===== src/rtl/fetch_if.sv =====
// Handshake bundle between the IF stage and its neighbours: hazard controls, redirect,
// instruction memory port and the IF/ID register outputs seen by decode.
interface fetch_if;
  logic        stall_f;
  logic        flush_d;
  logic        redirect_valid;
  logic [31:0] redirect_target;
  logic [31:0] imem_instruction;
  logic [31:0] imem_address;
  logic [31:0] pc_f;
  logic [31:0] instr_d;
  logic [31:0] pc_d;
  logic [31:0] pc_plus4_d;
  logic        valid_d;
  logic        misalign_d;

  modport master (
    input  stall_f, flush_d, redirect_valid, redirect_target, imem_instruction,
    output imem_address, pc_f, instr_d, pc_d, pc_plus4_d, valid_d, misalign_d
  );

  modport slave (
    output stall_f, flush_d, redirect_valid, redirect_target, imem_instruction,
    input  imem_address, pc_f, instr_d, pc_d, pc_plus4_d, valid_d, misalign_d
  );
endinterface


===== src/rtl/fetch_stage.sv =====
// RV32I fetch stage: program counter, word address to instruction memory and the
// IF/ID pipeline register with bubble insertion on flush or redirect.
module fetch_stage #(
  parameter logic [31:0] RESET_PC  = 32'h0000_0000,
  parameter logic [31:0] NOP_INSTR = 32'h0000_0013
) (
  input  logic     clk_i,
  input  logic     reset_n_i,
  fetch_if.master  bus
);

  logic [31:0] pc_q, pc_d;
  logic        misalign_q, misalign_d;
  logic [31:0] id_instr_q, id_instr_d;
  logic [31:0] id_pc_q, id_pc_d;
  logic [31:0] id_pc_plus4_q, id_pc_plus4_d;
  logic        id_valid_q, id_valid_d;
  logic        id_misalign_q, id_misalign_d;
  logic [31:0] pc_plus4_s;

  assign pc_plus4_s = pc_q + 32'd4;

  // PC next state: a redirect wins over stall so a resolved branch is never lost
  always_comb begin
    pc_d       = pc_q;
    misalign_d = misalign_q;
    if (bus.redirect_valid) begin
      pc_d       = {bus.redirect_target[31:2], 2'b00};
      misalign_d = |bus.redirect_target[1:0];
    end else if (bus.stall_f) begin
      pc_d       = pc_q;
      misalign_d = misalign_q;
    end else begin
      pc_d       = pc_plus4_s;
      misalign_d = 1'b0;
    end
  end

  // IF/ID next state: bubble on flush or redirect, hold on stall, otherwise load
  always_comb begin
    id_instr_d    = id_instr_q;
    id_pc_d       = id_pc_q;
    id_pc_plus4_d = id_pc_plus4_q;
    id_valid_d    = id_valid_q;
    id_misalign_d = id_misalign_q;
    if (bus.flush_d || bus.redirect_valid) begin
      id_instr_d    = NOP_INSTR;
      id_valid_d    = 1'b0;
      id_misalign_d = 1'b0;
    end else if (bus.stall_f) begin
      id_instr_d    = id_instr_q;
      id_valid_d    = id_valid_q;
      id_misalign_d = id_misalign_q;
    end else begin
      id_instr_d    = bus.imem_instruction;
      id_pc_d       = pc_q;
      id_pc_plus4_d = pc_plus4_s;
      id_valid_d    = 1'b1;
      id_misalign_d = misalign_q;
    end
  end

  // State registers
  always_ff @(posedge clk_i or negedge reset_n_i) begin
    if (!reset_n_i) begin
      pc_q          <= RESET_PC;
      misalign_q    <= 1'b0;
      id_instr_q    <= NOP_INSTR;
      id_pc_q       <= 32'h0000_0000;
      id_pc_plus4_q <= 32'h0000_0000;
      id_valid_q    <= 1'b0;
      id_misalign_q <= 1'b0;
    end else begin
      pc_q          <= pc_d;
      misalign_q    <= misalign_d;
      id_instr_q    <= id_instr_d;
      id_pc_q       <= id_pc_d;
      id_pc_plus4_q <= id_pc_plus4_d;
      id_valid_q    <= id_valid_d;
      id_misalign_q <= id_misalign_d;
    end
  end

  assign bus.imem_address = {2'b00, pc_q[31:2]};
  assign bus.pc_f         = pc_q;
  assign bus.instr_d      = id_instr_q;
  assign bus.pc_d         = id_pc_q;
  assign bus.pc_plus4_d   = id_pc_plus4_q;
  assign bus.valid_d      = id_valid_q;
  assign bus.misalign_d   = id_misalign_q;

endmodule


===== src/flat_wrapper.sv =====
// flat-port wrapper written by rule: the top's interface ports become plain ports
module fetch_stage_flat 
#(
  parameter logic [31:0] RESET_PC  = 32'h0000_0000,
  parameter logic [31:0] NOP_INSTR = 32'h0000_0013
)
  (clk_i, reset_n_i, bus_stall_f, bus_flush_d, bus_redirect_valid, bus_redirect_target, bus_imem_instruction, bus_imem_address, bus_pc_f, bus_instr_d, bus_pc_d, bus_pc_plus4_d, bus_valid_d, bus_misalign_d);
  fetch_if bus_i ();
  input  logic clk_i;
  input  logic reset_n_i;
  input wire logic [$bits(bus_i.stall_f)-1:0] bus_stall_f;
  input wire logic [$bits(bus_i.flush_d)-1:0] bus_flush_d;
  input wire logic [$bits(bus_i.redirect_valid)-1:0] bus_redirect_valid;
  input wire logic [$bits(bus_i.redirect_target)-1:0] bus_redirect_target;
  input wire logic [$bits(bus_i.imem_instruction)-1:0] bus_imem_instruction;
  output wire logic [$bits(bus_i.imem_address)-1:0] bus_imem_address;
  output wire logic [$bits(bus_i.pc_f)-1:0] bus_pc_f;
  output wire logic [$bits(bus_i.instr_d)-1:0] bus_instr_d;
  output wire logic [$bits(bus_i.pc_d)-1:0] bus_pc_d;
  output wire logic [$bits(bus_i.pc_plus4_d)-1:0] bus_pc_plus4_d;
  output wire logic [$bits(bus_i.valid_d)-1:0] bus_valid_d;
  output wire logic [$bits(bus_i.misalign_d)-1:0] bus_misalign_d;
  assign bus_i.stall_f = bus_stall_f;
  assign bus_i.flush_d = bus_flush_d;
  assign bus_i.redirect_valid = bus_redirect_valid;
  assign bus_i.redirect_target = bus_redirect_target;
  assign bus_i.imem_instruction = bus_imem_instruction;
  assign bus_imem_address = bus_i.imem_address;
  assign bus_pc_f = bus_i.pc_f;
  assign bus_instr_d = bus_i.instr_d;
  assign bus_pc_d = bus_i.pc_d;
  assign bus_pc_plus4_d = bus_i.pc_plus4_d;
  assign bus_valid_d = bus_i.valid_d;
  assign bus_misalign_d = bus_i.misalign_d;
  fetch_stage #(.RESET_PC(RESET_PC), .NOP_INSTR(NOP_INSTR)) u_core (.clk_i(clk_i), .reset_n_i(reset_n_i), .bus(bus_i));
endmodule

===== config.mk =====
export PLATFORM = sky130hd
export DESIGN_NAME = fetch_stage_flat
export DESIGN_NICKNAME = d
export VERILOG_FILES = /design/src/rtl/fetch_if.sv /design/src/rtl/fetch_stage.sv /design/src/flat_wrapper.sv
export SDC_FILE = /design/constraint.sdc
export NUM_CORES = 1
export LEC_CHECK = 0
export ABC_CLOCK_PERIOD_IN_PS = 2950
export CAP_MARGIN = 20
export CORE_ASPECT_RATIO = 1.25
export CORE_MARGIN = 10
export CORE_UTILIZATION = 45
export CTS_CLUSTER_SIZE = 25
export DETAILED_ROUTE_END_ITERATION = 6
export DONT_BUFFER_PORTS = 1
export SLEW_MARGIN = 30
export SYNTH_ARGS = -nofsm -noshare
export SYNTH_HDL_FRONTEND = slang
export SYNTH_SLANG_ARGS = --single-unit

===== constraint.sdc =====
create_clock -name clk_i -period 2.95 [get_ports clk_i]
set_input_delay 0.59 -clock clk_i [delete_from_list [all_inputs] [get_ports clk_i]]
set_output_delay 0.59 -clock clk_i [all_outputs]
set_load 0.05 [all_outputs]

==> flow_summary_export.csv <==
group,metric,value,unit
outcome,outcome,"finished, violations left",
outcome,failed_checks,"negative hold slack",
grt,antenna_found_initial,0,
die,start_util,46.2,%
synth,synthAdderAreaFrac,0.213,%
die,die_w,122,µm
setup_path,cp_slowest_cell,"nand4_1",
grt,track_usage,18.1,%
die,ios,231,
synth,synth_top_cell_area_share,51.9,%
grt,grt_pass1_vias,4285,
synth,synth_xor_area_share,8.49,%
synth,ys_async_sr_fraction,100,%
synth,synth_area_leaders,"dfrtp_1 52%, nand2_1 11%, xnor2_1 7.2%",
setup_path,critPathRequiredTime,3.23,ns
cts,clk_latency,0.41,ns
timing,period_share,79.4,%
setup_path,crit_chain,"ha_1 > and3_1 > nand4_1 > nor4_1 > xnor2_1 > o21ai_0",
synth,synth_top_family_by_area,"simple AND/OR/NAND/NOR gates",
timing,hold_viol_final,122,
synth,syn_area_per_cell,9.67,µm²
setup_path,worstPathMaxFanout,12,
drt,wl_met3,1760,µm
cells_and_area,antennaDiodeCount,0,
hold_path,min_path_type,"input port to async pin",
cells_and_area,syn_to_final_growth,11.3,%
timing,setup_violations,0,
drt,routed.top_layer,"met4",
placed_design,port_buffers,0,
power,p_int,3630,µW
cells_and_area,drive_above_1_share,13.4,%
synth,synthTopCellsByCount,"165 x nand2_1, 122 x dfrtp_1, 48 x xnor2_1, 46 x o21ai_0, 42 x buf_4",
setup_path,crit_type,"flop to flop",
synth,synthSimpleGateAreaFrac,19.1,%
drt,dr_wl_met2,7990,µm
power,p_per_area,872,nW/µm²
timing,drv_slew,0,
setup_path,crit_buf_inv,0,
cts,cts_tree,"yes",
cts,numCtsBuffers,17,
power,seq_power_share,46.9,%
die,die_area,18100,µm²
setup_path,cpPeakStageDelay,0.60,ns
timing,clock_skew,0.0128,ns
synth,synth.cell_area,5880,µm²
drt,num_vias,4081,
cts,clk_path_buf_depth,2,
cts,clk_pin_slew,0.05,ns
timing,grt_setup_unrepaired,"false",
timing,worst_pin_slew,0.881,ns
timing,min_period,2.34,ns
synth,ys_seq_area_share,53.3,%
setup_path,end_kind,"flop",
cts,cts_root_buf,"clkbuf_16",
setup_path,reg2reg_to,"u_core.bus.pc_f[30]$_DFFE_PN0N_",
synth,synth_edf_count,0,
cts,clkSinkCount,125,
power,p_total,5700,µW
setup_path,startpoint_type,"flop",
die,die_height,148,µm
drt,wl_per_cell,21.1,µm
timing,fmax,427,MHz
grt,grt_max_degree,126,
die,core.rowCount,46,
synth,synth.distinct_cells,40,
synth,synth-compound-area-share,10.2,%
power,power_switching,2080,µW
timing,fin_hold_ws,-0.119,ns
synth,yosys-mux-area-fraction,0.362,%
setup_path,critPathArrivalTime,2.63,ns
placed_design,dpl.hpwl,11600,µm
cts,htreeDepth,4,
synth,synth_most_common_cell,"nand2_1",
power,combPwrFrac,12.9,%
timing,slew_headroom,41.3,%
job,drv_cap,0,
drt,drt_iter0_markers,254,
timing,finalSetupTns,0,ns
power,p_sw_share,36.5,%
cts,post_cts_resized,0,
drt,wl_met1,6140,µm
power,ir_drop,325,µV
grt,overflow,0,
drt,finalWirelength,16200,µm
power,p_leak,0.00292,µW
setup_path,rrSetupSlack,0.61,ns
placed_design,gp_congestion,0.822,
drt,vias_per_cell,5.33,
drt,drc,0,
power,clockPowerShare,40.3,%
synth,ys_seq_elements,125,
cts,cts_setup_buffers,0,
synth,ys_warn_count,0,
synth,yosysTopAreaCell,"dfrtp_1",
setup_path,reg2reg_from,"u_core.bus.pc_f[2]$_DFFE_PN0N_",
setup_path,worstRegToRegCells,6,
drt,ant_nets,0,
grt,grt_pass1_wl,25200,µm
synth,synth_flop_cell,"dfrtp_1",
setup_path,crit_family,"simple AND/OR/NAND/NOR gates",
synth,synth_cells,608,
die,core_area,12700,µm²
cells_and_area,finalNetCount,655,
drt,drt-pass1-iter-count,4,
worst reg2reg max path, cell delays in order (launching register included):
cell and delay (ns):
dfrtp_1 0.35, ha_1 0.25, and3_1 0.25, nand4_1 0.60, nor4_1 0.54, xnor2_1 0.16
o21ai_0 0.08
cells in the final DEF, fill, tap and decap left out, types with 8 or more instances in the layout:
cell / netlist / layout
o21ai_0: 46 / 46
nor2_1: 27 / 27
o21ai_1: 12 / 12
a22o_1: 30 / 30
xor2_1: 9 / 9
conb_1: 1 / 8
clkbuf_16: 0 / 17
buf_4: 42 / 33
nand3_1: 8 / 8
dfrtp_1: 122 / 122
nand2_1: 165 / 165
xnor2_1: 48 / 48
power by group through the flow:
stage          clock network [µW]  logic [µW]  registers [µW]
2_1_floorplan                   0         540            2790
3_3_place_gp                    0         728            2710
3_5_place_dp                    0         744            2710
4_1_cts                      2340         744            2680
5_1_grt                      2460         802            2710
6_report                     2300         735            2670
worst max-delay path by stage:
| stage | from | end | slack, ns | depth (start not counted) |
|---|---|---|---|---|
| finish | u_core.bus.pc_f[2]$_DFFE_PN0N_ | u_core.bus.pc_f[30]$_DFFE_PN0N_ | 0.61 | 6 |
| global route | u_core.bus.pc_f[3]$_DFFE_PN0N_ | u_core.bus.pc_plus4_d[30]$_DFFE_PN0P_ | 0.46 | 6 |
| detailed placement | u_core.bus.pc_f[2]$_DFFE_PN0N_ | u_core.bus.pc_plus4_d[31]$_DFFE_PN0P_ | 0.60 | 6 |
| floorplan | u_core.bus.pc_f[6]$_DFFE_PN0N_ | u_core.bus.pc_f[31]$_DFFE_PN0N_ | 0.74 | 7 |
| CTS | u_core.bus.pc_f[2]$_DFFE_PN0N_ | u_core.bus.pc_plus4_d[30]$_DFFE_PN0P_ | 0.58 | 6 |
| global placement | u_core.bus.pc_f[2]$_DFFE_PN0N_ | u_core.bus.pc_plus4_d[30]$_DFFE_PN0P_ | 0.63 | 6 |
through the flow:
step / worst slack [ns] / hold slack [ns] / cell area [µm²] / cells / utilization (%)
after floorplan: 0.742 / 0.294 / 5910 / 615 / -
after global placement: 0.626 / 0.301 / 5890 / 734 / 46.3
after detailed placement: 0.596 / 0.302 / 5890 / 734 / 46.3
after CTS: 0.584 / -0.134 / 6550 / 766 / 51.5
after global routing: 0.459 / -0.148 / 6550 / 766 / 51.5
final: 0.608 / -0.119 / 6550 / 766 / 51.5
layer usage:
layer | up-vias | track usage (%)
met2 | 191 | 29.5
met1 | 1946 | 20.5
met5 | - | 0
met3 | 21 | 8.12
li1 | 1923 | -
met4 | 0 | 6.38
cell type report:
type	instances	area [µm²]
clock buffers	19	443
clock inverters	13	215
fillers	1186	6170
inverters	1	3.75
multi-input cells	407	2290
flip-flops and latches	125	3130
well taps	168	210
repair buffers	33	248
flip-flops by register name (all words and copies together), names as in the netlist:
register and count:
u_core.bus.pc_f 30, u_core.bus.misalign_d 1, u_core.bus.valid_d 1, u_core.bus.pc_plus4_d 30, u_core.bus.instr_d 32, u_core.misalign_q 1
u_core.bus.pc_d 30
logic make-up (layout without fill, tap and decap cells):
group,count (synthesis),after routing
AND/OR/NAND/NOR,245,245
flip-flops,125,125
AO/OA/AOI/OAI,94,94
buffers and inverters,83,66
XOR/XNOR,57,57
multiplexers,2,2
adder cells (fa/ha/maj),1,1
other,1,8
No activity file was read; power rests on OpenSTA's default activity.
